**src/rtl/io_port_responder.sv**
```systemverilog
// io_port_responder: CPU I/O port decoder with LED/segment registers, switch readback
// and an edge-triggered interrupt block. Define IO_RESP_SYNC_EN to add a 2-flop ext_event synchronizer.
module io_port_responder #(
    parameter logic [7:0] SW_PORT  = 8'h20,
    parameter logic [7:0] LED_PORT = 8'h40,
    parameter logic [7:0] SEG_PORT = 8'h81,
    parameter logic [7:0] INT_BASE = 8'hF0
) (
    input  logic       clk,
    input  logic       rst,
    input  logic [7:0] port_id,
    input  logic [7:0] out_port,
    input  logic       io_strobe,
    output logic [7:0] in_port,
    input  logic [7:0] sw_in,
    output logic [7:0] led_out,
    output logic [7:0] seg_out,
    input  logic [3:0] ext_event,
    output logic       interrupt
);

    localparam int unsigned EV_W      = 4;
    localparam logic [7:0]  MASK_PORT = INT_BASE;
    localparam logic [7:0]  PEND_PORT = INT_BASE + 8'd1;
    localparam logic [7:0]  STAT_PORT = INT_BASE + 8'd2;

    typedef enum logic [1:0] {
        IDLE    = 2'd0,
        ASSERT  = 2'd1,
        HOLDOFF = 2'd2
    } state_t;

    state_t          state;
    logic [EV_W-1:0] mask;
    logic [EV_W-1:0] pending;
    logic [EV_W-1:0] ev_hist;
    logic [EV_W-1:0] ev_det;
    logic [1:0]      arm_cnt;

    logic            armed_c;
    logic            led_wr_c;
    logic            seg_wr_c;
    logic            mask_wr_c;
    logic            pend_wr_c;
    logic [EV_W-1:0] rise_c;
    logic [EV_W-1:0] clr_c;
    logic [EV_W-1:0] pending_nxt_c;
    logic [7:0]      rd_data_c;

`ifdef IO_RESP_SYNC_EN
    // Edges that flow out of the freshly reset pipeline are not real edges.
    localparam logic [1:0] ARM_LAST = 2'd3;

    logic [EV_W-1:0] ev_sync1;
    logic [EV_W-1:0] ev_sync2;

    always_ff @(posedge clk or posedge rst) begin
        if (rst) begin
            ev_sync1 <= '0;
            ev_sync2 <= '0;
        end else begin
            ev_sync1 <= ext_event;
            ev_sync2 <= ev_sync1;
        end
    end

    assign ev_det = ev_sync2;
`else
    localparam logic [1:0] ARM_LAST = 2'd1;

    assign ev_det = ext_event;
`endif

    // A level already high at reset release must not count as a rising edge.
    always_ff @(posedge clk or posedge rst) begin
        if (rst) begin
            arm_cnt <= '0;
            ev_hist <= '0;
        end else begin
            if (arm_cnt != ARM_LAST) begin
                arm_cnt <= arm_cnt + 2'd1;
            end
            ev_hist <= ev_det;
        end
    end

    // Write decode, edge detect, pending update and read mux.
    always_comb begin
        armed_c       = (arm_cnt == ARM_LAST);
        led_wr_c      = io_strobe && (port_id == LED_PORT);
        seg_wr_c      = io_strobe && (port_id == SEG_PORT);
        mask_wr_c     = io_strobe && (port_id == MASK_PORT);
        pend_wr_c     = io_strobe && (port_id == PEND_PORT);
        rise_c        = ev_det & ~ev_hist & {EV_W{armed_c}};
        clr_c         = pend_wr_c ? out_port[EV_W-1:0] : '0;
        pending_nxt_c = (pending & ~clr_c) | rise_c;

        rd_data_c = 8'h00;
        if (port_id == SW_PORT) begin
            rd_data_c = sw_in;
        end else if (port_id == MASK_PORT) begin
            rd_data_c = {4'h0, mask};
        end else if (port_id == PEND_PORT) begin
            rd_data_c = {4'h0, pending};
        end else if (port_id == STAT_PORT) begin
            rd_data_c = {6'h0, state};
        end
    end

    always_ff @(posedge clk or posedge rst) begin
        if (rst) begin
            led_out <= '0;
            seg_out <= '0;
            mask    <= '0;
            pending <= '0;
            in_port <= '0;
        end else begin
            if (led_wr_c) begin
                led_out <= out_port;
            end
            if (seg_wr_c) begin
                seg_out <= out_port;
            end
            if (mask_wr_c) begin
                mask <= out_port[EV_W-1:0];
            end
            pending <= pending_nxt_c;
            in_port <= rd_data_c;
        end
    end

    // Interrupt FSM; interrupt is registered alongside the state it mirrors.
    always_ff @(posedge clk or posedge rst) begin
        if (rst) begin
            state     <= IDLE;
            interrupt <= 1'b0;
        end else begin
            case (state)
                IDLE: begin
                    if ((pending & mask) != '0) begin
                        state     <= ASSERT;
                        interrupt <= 1'b1;
                    end else begin
                        interrupt <= 1'b0;
                    end
                end
                ASSERT: begin
                    if (pend_wr_c) begin
                        state     <= HOLDOFF;
                        interrupt <= 1'b0;
                    end else if (mask_wr_c && ((pending_nxt_c & out_port[EV_W-1:0]) == '0)) begin
                        state     <= IDLE;
                        interrupt <= 1'b0;
                    end else begin
                        interrupt <= 1'b1;
                    end
                end
                HOLDOFF: begin
                    state     <= IDLE;
                    interrupt <= 1'b0;
                end
                default: begin
                    state     <= IDLE;
                    interrupt <= 1'b0;
                end
            endcase
        end
    end

endmodule
```
**config.mk**
```make
export PLATFORM = sky130hd
export DESIGN_NAME = io_port_responder
export DESIGN_NICKNAME = d
export VERILOG_FILES = /design/src/rtl/io_port_responder.sv
export SDC_FILE = /design/constraint.sdc
export NUM_CORES = 1
export LEC_CHECK = 0
export BUFFER_PORTS_ARGS = -buffer_cell sky130_fd_sc_hd__buf_2
export CORE_MARGIN = 2
export CORE_UTILIZATION = 40
export DETAILED_ROUTE_END_ITERATION = 8
export PLACE_DENSITY = 0.65
export SETUP_SLACK_MARGIN = 0.4
export SYNTH_ARGS = -nofsm -noshare
export SYNTH_HDL_FRONTEND = slang
export SYNTH_SLANG_ARGS = --single-unit
```
**constraint.sdc**
```tcl
create_clock -name clk -period 2.3 [get_ports clk]
set_input_delay 0.345 -clock clk [delete_from_list [all_inputs] [get_ports clk]]
set_output_delay 0.345 -clock clk [all_outputs]
set_load 0.05 [all_outputs]
```
==> results of run 1 <==
critical path, stage by stage:
cell	delay, ps
buf_2	130
or4_4	560
or3_1	430
nand4b_1	270
a41o_1	270
cells by family (layout without fill, tap and decap cells):
kind of cell               Yosys count  after routing  share of synthesized area (%)
AOI/OAI and AO/OA                   18             18                           8.39
buffers and inverters                8             72                           1.90
DFF                                 41             41                           59.8
adders and majority gates            1              1                          0.729
xor gates and xnor gates             1              1                          0.511
muxes                               22             22                           14.3
and+or+nand+nor                     40             40                           14.4
cells in the final DEF (no fill, tap or decap), drive strengths merged, types with 3 or more instances in the layout:
cell type and count:
clkbuf 7, mux2 20, buf 60, inv 5, dfrtp 41, and2 4, a22o 3, and4b 3
nor3 4, nand2 15, o21ai 4
layout make-up:
type | instances | area share (%)
inverter | 5 | 0.868
timing repair buffer | 60 | 14.5
multi-input combinational | 82 | 30.4
sequential | 41 | 47.4
tap | 50 | 2.89
clock buffer | 7 | 3.99
through the flow:
step | instances | hold WS, ps | utilization, % | total power, mW
after detailed placement | 238 | 446 | 51.2 | 0.992
after global routing | 245 | 163 | 53.3 | 1.51
final | 245 | 166 | 53.3 | 1.44
after floorplan | 131 | 376 | - | 0.913
after CTS | 245 | 166 | 53.3 | 1.46
after global placement | 238 | 419 | 51.2 | 0.983
state kept, by name, summed over array words and instances (netlist names):
register   cells
mask           4
state          2
ev_hist        4
arm_cnt        2
interrupt      1
seg_out        8
pending        4
in_port        8
led_out        8
power breakdown:
group          switching (mW)  internal [mW]
Sequential             0.0196          0.754
Combinational           0.133         0.0683
Clock                   0.224          0.238
routing by layer:
metal,GRT usage [%],vias up
met2,28.1,55
met3,7.12,6
li1,-,603
met5,0,-
met1,19.0,632
met4,5.88,0
path summary, 6_finish.rpt:
kind                              start    endpoint  slack [ps]  cells after the start
min reg2reg                  ev_hist[2]  pending[2]         460                      1
max                          port_id[1]    state[0]         480                      5
min                                 rst  in_port[5]         170                      3
max in group asynchronous           rst  in_port[7]        1770                      3
min in group clk           ext_event[1]  ev_hist[1]         170                      1
max reg2reg                  arm_cnt[0]    state[0]         540                      5
==> qor.csv, run 1 <==
stage;metric;value;unit
placed_design;placed_cell_area;2080;sq um
die;dieArea;4830;sq um
yosys;ys_ff_latch;41;
route;routedWlPerCell;15.3;microns
die;coreArea;4060;sq um
global_routing;groute.usage.overall;16.7;%
hold_path;hp-class;in2async;
sta;timing.final.crit_share;79.2;%
sta;finClkSkew;3.17;ps
yosys;netlist_top_cells_area;dfrtp_1 60%, mux2_2 13%, nand2_1 3.3%;
placed_design;io_buffer_count;55;
cells_and_area;fillers;354;
power_and_ir_drop;p_leak;1.14;nW
route;ant_nets;0;
route;drt_iter0_markers;63;
die;fp.dieH;69.5;microns
critical_path;critPathRequiredTime;2480;ps
critical_path;path_class;in2reg;
die;start_util;42.3;%
sta;max_freq;0.549;GHz
cells_and_area;final_area;2160;sq um
yosys;synth_top_area_share;59.8;%
global_routing;grt_max_degree;42;
critical_path;endpoint_kind;register;
critical_path;crit_fanout;5;
sta;setup_viol;0;
clocking;cts_hold_buf;0;
route;wl_met3;317;microns
yosys;ys_types;36;
yosys;synth-edff-count;0;
route;vias;1296;
sta;max-slew-margin-rel;65.7;%
yosys;syn_inst;131;
sta;worst_pin_slew;514;ps
clocking;cts.sinks;41;
yosys;yosysMostFrequentCell;dfrtp_1;
route;drtPass1Iterations;5;
yosys;async_reset_ff_share;100;%
clocking;clkLatencyLatePin;290;ps
yosys;syn_area_per_cell;13.1;sq um
global_routing;grt_pass1_vias;1381;
die;std_cell_rows;23;
sta;rsz0062_at_grt;no;
clocking;cts_tree;done;
clocking;clock_path_buffers;2;
sta;setup_tns;0;ps
run_status;status;complete, no violations;
yosys;ys_seq_area_share;59.8;%
clocking;cts_root_buf;clkbuf_8;
critical_path;arrival;2000;ps
global_routing;grt_pass1_wl;6380;microns
critical_path;start_kind;input pin;
placed_design;gp_congestion;0.821;
placed_design;pre_cts_ws;189;ps
route;wl;3750;microns
sta;hold_viol;0;
power_and_ir_drop;irDropWorstVdd;378;uV
clocking;clkTransAtPathRegs;70;ps
yosys;synth_nets;163;
clocking;post_cts_buffers;0;
power_and_ir_drop;power_density;664;nW/um^2
cells_and_area;multi_input_area;657;sq um
yosys;syn_area;1720;sq um
yosys;synth_common_cells;41 x dfrtp_1, 20 x mux2_2, 15 x nand2_1, 5 x inv_1;
yosys;synth_warnings;0;
sta;slew_violations;0;
route;via_per_inst;5.29;
global_routing;gr-total-overflow;0;
cells_and_area;diodes;0;
route;top_layer_used;met4;
global_routing;antenna_found_initial;0;
cells_and_area;drive_gt1_share;48.7;%
clocking;cts.repair.resized;0;
clocking;cts_buffers;5;
route;wl_met2;1870;microns
clocking;h-tree-depth;2;
job;cap_violations;0;
yosys;yosysTopAreaCell;dfrtp_1;
cells_and_area;area_growth;26.1;%
die;die_x;69.5;microns
sta;min_period;1820;ps
cells_and_area;nets;227;
route;drt_drc_violations_left;0;
route;wl_met1;1510;microns
yosys;ys.flop_type;dfrtp_1;
die;io_pins;56;
sta;setup_slack;479;ps
placed_design;hpwl;2860;microns
cells_and_area;seq_area;1030;sq um
No activity file was read; power rests on OpenSTA's default activity.
==> inputs of run 2 (changes only) <==
--- a/config.mk
+++ b/config.mk
@@ -5,11 +5,12 @@
 export SDC_FILE = /design/constraint.sdc
 export NUM_CORES = 1
 export LEC_CHECK = 0
+export ABC_AREA = 1
 export BUFFER_PORTS_ARGS = -buffer_cell sky130_fd_sc_hd__buf_2
 export CORE_MARGIN = 2
 export CORE_UTILIZATION = 40
 export DETAILED_ROUTE_END_ITERATION = 8
-export PLACE_DENSITY = 0.65
+export PLACE_DENSITY = 0.68
 export SETUP_SLACK_MARGIN = 0.4
 export SYNTH_ARGS = -nofsm -noshare
 export SYNTH_HDL_FRONTEND = slang
==> constraint.sdc (replaced) <==
create_clock -name clk -period 1.6 [get_ports clk]
set_input_delay 0.24 -clock clk [delete_from_list [all_inputs] [get_ports clk]]
set_output_delay 0.24 -clock clk [all_outputs]
set_load 0.05 [all_outputs]
==> run 2 against run 1 <==
  * Cell area increased by 5.6%
  * First-iteration DRC count decreased by 1.6%
  * Area after synthesis increased by 3.8%
  * Worst setup slack got worse by 200 ps
  * Critical path depth increased by 6
  * Via count increased by 9.1%
  * Non-clock buffer count unchanged
  * Sequential power increased by 42%
  * Global-route usage decreased by 0.81 points
  * Total power increased by 47%
  * Critical endpoint is now interrupt
==> qor.csv, run 2 <==
stage;metric;value;unit;change
die;start_util;41.2;%;-1.1 points
route;wl;3640;microns;-2.9%
placed_design;placed_cell_area;2160;sq um;+3.9%
global_routing;grt_max_degree;42;;unchanged
yosys;ys_types;25;;-31%
sta;max_freq;0.759;GHz;
sta;hold_viol;0;;unchanged
yosys;yosysMostFrequentCell;nand2_1;;
clocking;h-tree-depth;2;;unchanged
critical_path;rr_worst_depth;11;;+6
global_routing;gr-total-overflow;0;;unchanged
clocking;clkLatencyLatePin;290;ps;about the same
yosys;synth_warnings;0;;unchanged
placed_design;gp_congestion;0.791;;-3.7%
die;fp.dieH;70.7;microns;+1.8%
yosys;syn_area_per_cell;9.13;sq um;-30%
critical_path;crit_fanout;4;;-1
power_and_ir_drop;p_leak;1.28;nW;+12%
yosys;syn_area;1780;sq um;+3.8%
critical_path;arrival;1500;ps;-500 ps
yosys;yosysTopAreaCell;dfrtp_1;;
route;ant_nets;0;;unchanged
power_and_ir_drop;p_comb_share;13.3;%;-0.7 points
critical_path;r2r-start;arm_cnt[0];;
yosys;synth-edff-count;0;;unchanged
placed_design;io_buffer_count;55;;unchanged
clocking;cts.sinks;41;;unchanged
sta;max-slew-margin-rel;65.6;%;about the same
critical_path;path_class;reg2reg;;
die;die_x;70.7;microns;+1.8%
critical_path;cp-startpoint;arm_cnt[0];;
route;vias;1414;;+9.1%
cells_and_area;nets;292;;+29%
yosys;netlist_top_cells_area;dfrtp_1 58%, nand2_1 12%, inv_1 6.3%;;
route;via_per_inst;4.52;;-15%
cells_and_area;final_common_cell;nand2_1;;
clocking;cts_hold_buf;0;;unchanged
global_routing;grt_use_met1;18.7;%;-0.35 points
power_and_ir_drop;power;2.12;mW;+47%
power_and_ir_drop;irDropWorstVdd;521;uV;+38%
clocking;cts_tree;done;;
cells_and_area;fillers;411;;+16%
sta;slew_violations;0;;unchanged
run_status;status;complete, no violations;;
die;io_pins;56;;unchanged
power_and_ir_drop;pwr-share-seq;51.8;%;-2.0 points
critical_path;rrSetupSlack;280;ps;-260 ps
sta;setup_slack;283;ps;-196 ps
sta;min_period;1320;ps;
cells_and_area;diodes;0;;unchanged
cells_and_area;largestRegisters;in_port x8, led_out x8, seg_out x8;;
global_routing;antenna_found_initial;0;;unchanged
cells_and_area;drive_gt1_share;35.2;%;-13 points
global_routing;grt_pass1_vias;1441;;+4.3%
critical_path;start_kind;register;;
power_and_ir_drop;sw_frac_of_total;26.8;%;+0.62 points
critical_path;endpoint_kind;register;;
yosys;ys.flop_type;dfrtp_1;;
clocking;cts_root_buf;clkbuf_8;;
critical_path;worst_r2r_endpoint;interrupt;;
yosys;synth_top_area_share;57.6;%;-2.2 points
route;drt_iter0_markers;62;;-1.6%
yosys;synth_nets;227;;+39%
sta;finClkSkew;3.95;ps;+0.778 ps
global_routing;top_usage_layer;met2;;
sta;setup_tns;0;ps;unchanged
power_and_ir_drop;power_frac_clock;34.9;%;+2.8 points
placed_design;pre_cts_ws;87.6;ps;-101 ps
sta;worst_pin_slew;515;ps;+0.877 ps
power_and_ir_drop;power_density;926;nW/um^2;+39%
global_routing;grt_pass1_wl;6240;microns;-2.2%
power_and_ir_drop;internal_power;1.55;mW;+46%
hold_path;hp-class;in2async;;
yosys;async_reset_ff_share;100;%;unchanged
die;dieArea;5000;sq um;+3.6%
cells_and_area;final_area;2280;sq um;+5.6%
sta;rsz0062_at_grt;yes;;
route;drt_drc_violations_left;0;;unchanged
yosys;synth_common_cells;57 x nand2_1, 41 x dfrtp_1, 30 x inv_1, 12 x o21ai_0, 11 x nor2_1;;
global_routing;use_met2;27.2;%;-0.89 points
global_routing;groute.usage.overall;15.9;%;-0.81 points
job;cap_violations;0;;unchanged
placed_design;hpwl;2740;microns;-4.2%
cells_and_area;area_growth;28.3;%;
power_and_ir_drop;power.switching;568;uW;+51%
yosys;ys_seq_area_share;57.6;%;-2.2 points
route;routedWlPerCell;11.6;microns;-24%
yosys;syn_inst;195;;+49%
yosys;ys_ff_latch;41;;unchanged
sta;setup_viol;0;;unchanged
critical_path;critPathRequiredTime;1780;ps;-700 ps
die;coreArea;4320;sq um;+6.6%
clocking;clock_path_buffers;2;;unchanged
global_routing;met3_usage;5.41;%;-1.7 points
route;drtPass1Iterations;4;;-1
clocking;cts_buffers;5;;unchanged
clocking;clkTransAtPathRegs;80;ps;about the same
sta;timing.final.crit_share;82.3;%;
die;std_cell_rows;24;;+4.3%
cells_and_area;mostFrequentLayoutCells;57 x nand2_1, 52 x buf_2, 41 x dfrtp_1;;
critical_path;crit_end;interrupt;;
run 2: metal layers:
| layer | part of all wire (%) | vias up |
|---|---|---|
| li1 | - | 741 |
| met1 | 45 | 627 |
| met2 | 47 | 42 |
| met3 | 6.8 | 4 |
| met4 | 1.3 | 0 |
| met5 | 0 | - |
run 2: cells by family (layout without fill, tap and decap cells):
| kind of cell | Yosys count | after routing | synth area share, % |
|---|---|---|---|
| simple gates | 90 | 90 | 23.5 |
| flops | 41 | 41 | 57.6 |
| buf+inv | 34 | 100 | 7.45 |
| compound gates | 28 | 28 | 10.2 |
| fa+ha+maj | 1 | 1 | 0.703 |
| xor+xnor | 1 | 1 | 0.492 |
run 2: area by class of cell:
class                           instances  area [sq um]  area share [%]
Tap cell                               52          65.1            2.85
Clock buffer                            7          96.3            4.22
Clock inverter                          1          5.00           0.219
Timing Repair Buffer                   60           320            14.0
Inverter                               32           123            5.37
Multi-Input combinational cell        120           648            28.4
Sequential cell                        41          1030            44.9
run 2: worst min path at each step:
stage | from | endpoint | cells after the start
6_report | rst | in_port[6] | 3
5_1_grt | ext_event[2] | ev_hist[2] | 1
4_1_cts | ext_event[2] | ev_hist[2] | 1
3_5_place_dp | ext_event[2] | ev_hist[2] | 1
3_3_place_gp | ext_event[3] | ev_hist[3] | 1
2_1_floorplan | ext_event[0] | ev_hist[0] | 0
run 2: power by group through the flow:
stage,logic (mW),registers (mW),clock network (mW)
global route,0.308,1.10,0.817
CTS,0.283,1.10,0.762
detailed placement,0.283,1.12,0
floorplan,0.0947,1.20,0
finish,0.281,1.10,0.738
global placement,0.278,1.12,0
run 2: critical path, stage by stage (launching register included):
cell and delay (ps):
dfrtp_1 420, ha_4 190, inv_4 60, nor2_1 30, nand2_1 60, nand2_2 50
nand2_1 50, nand2_1 50, nor2_1 110, nand2_1 70, nand2_1 70, nand2_1 60
run 2: timing repair:
action	CTS	global route
buffers inserted	1	0
setup endpoints to repair	2	9
gates resized for setup	1	4
pin swaps	2	2
run 2: through the flow:
step / hold slack [ps] / utilization (%) / instances
floorplan: 271 / - / 195
global placement: 363 / 49.9 / 304
detailed placement: 367 / 49.9 / 304
CTS: 56.3 / 52.5 / 313
global route: 60.5 / 52.8 / 313
finish: 67.1 / 52.8 / 313
==> inputs of run 3 (changes only) <==
--- a/config.mk
+++ b/config.mk
@@ -5,7 +5,7 @@
 export SDC_FILE = /design/constraint.sdc
 export NUM_CORES = 1
 export LEC_CHECK = 0
-export ABC_AREA = 1
+export ABC_AREA = 0
 export BUFFER_PORTS_ARGS = -buffer_cell sky130_fd_sc_hd__buf_2
 export CORE_MARGIN = 2
 export CORE_UTILIZATION = 40
==> constraint.sdc (replaced) <==
create_clock -name clk -period 1.16 [get_ports clk]
set_input_delay 0.174 -clock clk [delete_from_list [all_inputs] [get_ports clk]]
set_output_delay 0.174 -clock clk [all_outputs]
set_load 0.05 [all_outputs]
==> run 3 against run 2 <==
  * The run now ends with negative hold slack, negative setup slack left
  * Register-to-register slack got worse by 720 ps
  * Wire length up 30%
  * Sequential power up 42%
  * Worst setup slack worse by 720 ps
  * Maximum frequency shrank 17%
  * Largest cell class unchanged
  * Sequential cell count stayed put
  * Non-clock buffer count up 40
  * Total power is 44% higher
  * Die area is 3.4% lower
  * Sequential share of layout area decreased by 8.9 points
  * Combinational power grew 110%
  * Global-route usage grew 4.3 points
==> qor.csv, run 3 (synthesized netlist as in run 1, its figures left out) <==
stage;metric;value;unit;change
run_status;status;complete, but fails checks;;
run_status;failed_checks;negative hold slack, negative setup slack;;
sta;setup_tns;-7350;ps;-7350 ps
placed_design;io_buffer_count;55;;unchanged
placed_design;placed_cell_area;2300;sq um;+6.6%
placed_design;gp_congestion;0.849;;+7.3%
sta;min_period;1590;ps;+277 ps
hold_path;hp-class;in2async;;
clocking;cts_root_buf;clkbuf_8;;
die;io_pins;56;;unchanged
route;ant_nets;0;;unchanged
route;via_per_inst;5.12;;+13%
route;drt_iter0_markers;72;;+16%
clocking;clkLatencyLatePin;300;ps;about the same
critical_path;start_kind;register;;
critical_path;cp_top_family;compound AO/OA/AOI/OAI gates;;
cells_and_area;fillers;263;;-36%
cells_and_area;nets;267;;-8.6%
critical_path;cp_cell_sequence;ha_4, and4b_1, a311oi_2, nand4b_1, a41o_1;;
power_and_ir_drop;power_density;1050;nW/um^2;+13%
critical_path;endpoint_kind;register;;
cells_and_area;largestRegisters;in_port x8, led_out x8, seg_out x8;;
placed_design;hpwl;3250;microns;+19%
global_routing;gr-total-overflow;0;;unchanged
clocking;clkTransAtPathRegs;80;ps;about the same
cells_and_area;area_growth;69.1;%;
global_routing;antenna_found_initial;0;;unchanged
global_routing;grt_pass1_vias;1604;;+11%
cells_and_area;final_area;2900;sq um;+27%
die;die_x;69.5;microns;-1.7%
route;wl;4730;microns;+30%
die;start_util;42.3;%;+1.1 points
sta;timing.final.crit_share;137;%;+55 points
clocking;cts_hold_buf;1;;+1
critical_path;crit_slowest_cell;dfrtp_1;;
cells_and_area;drive_gt1_share;69.5;%;+34 points
sta;hold_viol;16;;+16
sta;finClkSkew;2.46;ps;-1.49 ps
route;routedWlPerCell;16.5;microns;+42%
die;coreArea;4060;sq um;-6.2%
clocking;clock_path_buffers;2;;unchanged
clocking;h-tree-depth;2;;unchanged
sta;max_freq;0.627;GHz;-17%
sta;setup_slack;-434;ps;-717 ps
sta;rsz0062_at_grt;yes;;
clocking;cts_tree;done;;
cells_and_area;mostFrequentLayoutCells;34 x buf_4, 28 x buf_2, 25 x dfrtp_1;;
route;drt_drc_violations_left;0;;unchanged
critical_path;cp_slowest_stage_delay;410;ps;about the same
die;fp.dieH;69.5;microns;-1.7%
placed_design;place_inst;262;;-14%
route;vias;1463;;+3.5%
global_routing;grt_max_degree;26;;-38%
job;cap_violations;0;;unchanged
die;dieArea;4830;sq um;-3.4%
global_routing;grt_pass1_wl;7630;microns;+22%
critical_path;crit_fanout;5;;+1
critical_path;cp_num_buf_inv;0;;-1
sta;slew_violations;0;;unchanged
clocking;cts.sinks;41;;unchanged
sta;worst_pin_slew;390;ps;-125 ps
sta;worst_hold_slack;-144;ps;-211 ps
cells_and_area;diodes;0;;unchanged
die;std_cell_rows;23;;-4.2%
cells_and_area;final_cells;286;;-8.6%
route;drtPass1Iterations;4;;unchanged
sta;max-slew-margin-rel;73.9;%;+8.3 points
critical_path;arrival;1780;ps;+280 ps
power_and_ir_drop;p_leak;1.40;nW;+9.7%
critical_path;path_class;reg2reg;;
sta;setup_viol;37;;+37
global_routing;groute.usage.overall;20.2;%;+4.3 points
clocking;cts_buffers;5;;unchanged
cells_and_area;final_common_cell;buf_4;;
power_and_ir_drop;irDropWorstVdd;714;uV;+37%
critical_path;critPathRequiredTime;1340;ps;-440 ps
-- run 3: path summary, 6_finish.rpt --
path | start | to | slack, ps | cells past startpoint
worst max-delay path | arm_cnt[0] | interrupt | -430 | 5
worst min-delay path | rst | seg_out[1] | -140 | 2
worst max register to register | arm_cnt[0] | interrupt | -430 | 5
worst min register to register | ev_hist[3] | pending[3] | 440 | 1
max in group asynchronous | rst | mask[2] | 860 | 3
min in group clk | ext_event[0] | ev_hist[0] | 20 | 1
-- run 3: what timing repair did --
item	CTS	global route
endpoints found under the setup margin	62	62
buffers inserted	8	7
resized for setup	87	21
pin swaps	8	9
endpoints found under the hold margin	17	16
-- run 3: area by class of cell --
type / count / area [sq um] / share of cell area [%]
flip-flops and latches: 41 / 1050 / 36.1
repair buffers: 100 / 895 / 30.8
multi-input cells: 82 / 793 / 27.4
clock buffers: 7 / 76.3 / 2.63
well taps: 50 / 62.6 / 2.16
inverters: 5 / 22.5 / 0.777
clock inverters: 1 / 5.00 / 0.173
-- run 3: routing by layer --
| layer | up-vias | share of wire (%) | global-route usage [%] |
|---|---|---|---|
| met5 | - | 0 | 0 |
| met4 | 0 | 1.9 | 6.75 |
| met3 | 8 | 5.1 | 6.54 |
| met2 | 45 | 55 | 35.8 |
| met1 | 725 | 38 | 22.8 |
| li1 | 685 | - | - |
-- run 3: power by group --
group	total (mW)	internal (mW)	leakage, nW	switching [mW]
Clock	0.894	0.422	0.0422	0.473
Combinational	0.585	0.282	0.862	0.303
Sequential	1.56	1.50	0.500	0.0577
-- run 3: stage by stage --
step	power, mW	util [%]	setup WS [ps]	hold slack [ps]
after CTS	3.02	68.1	-437	-134
final	3.04	71.5	-434	-144
after global routing	3.18	71.5	-504	-124
after global placement	2.00	56.7	-564	175
after detailed placement	2.02	56.7	-654	187
after floorplan	1.82	-	-514	159
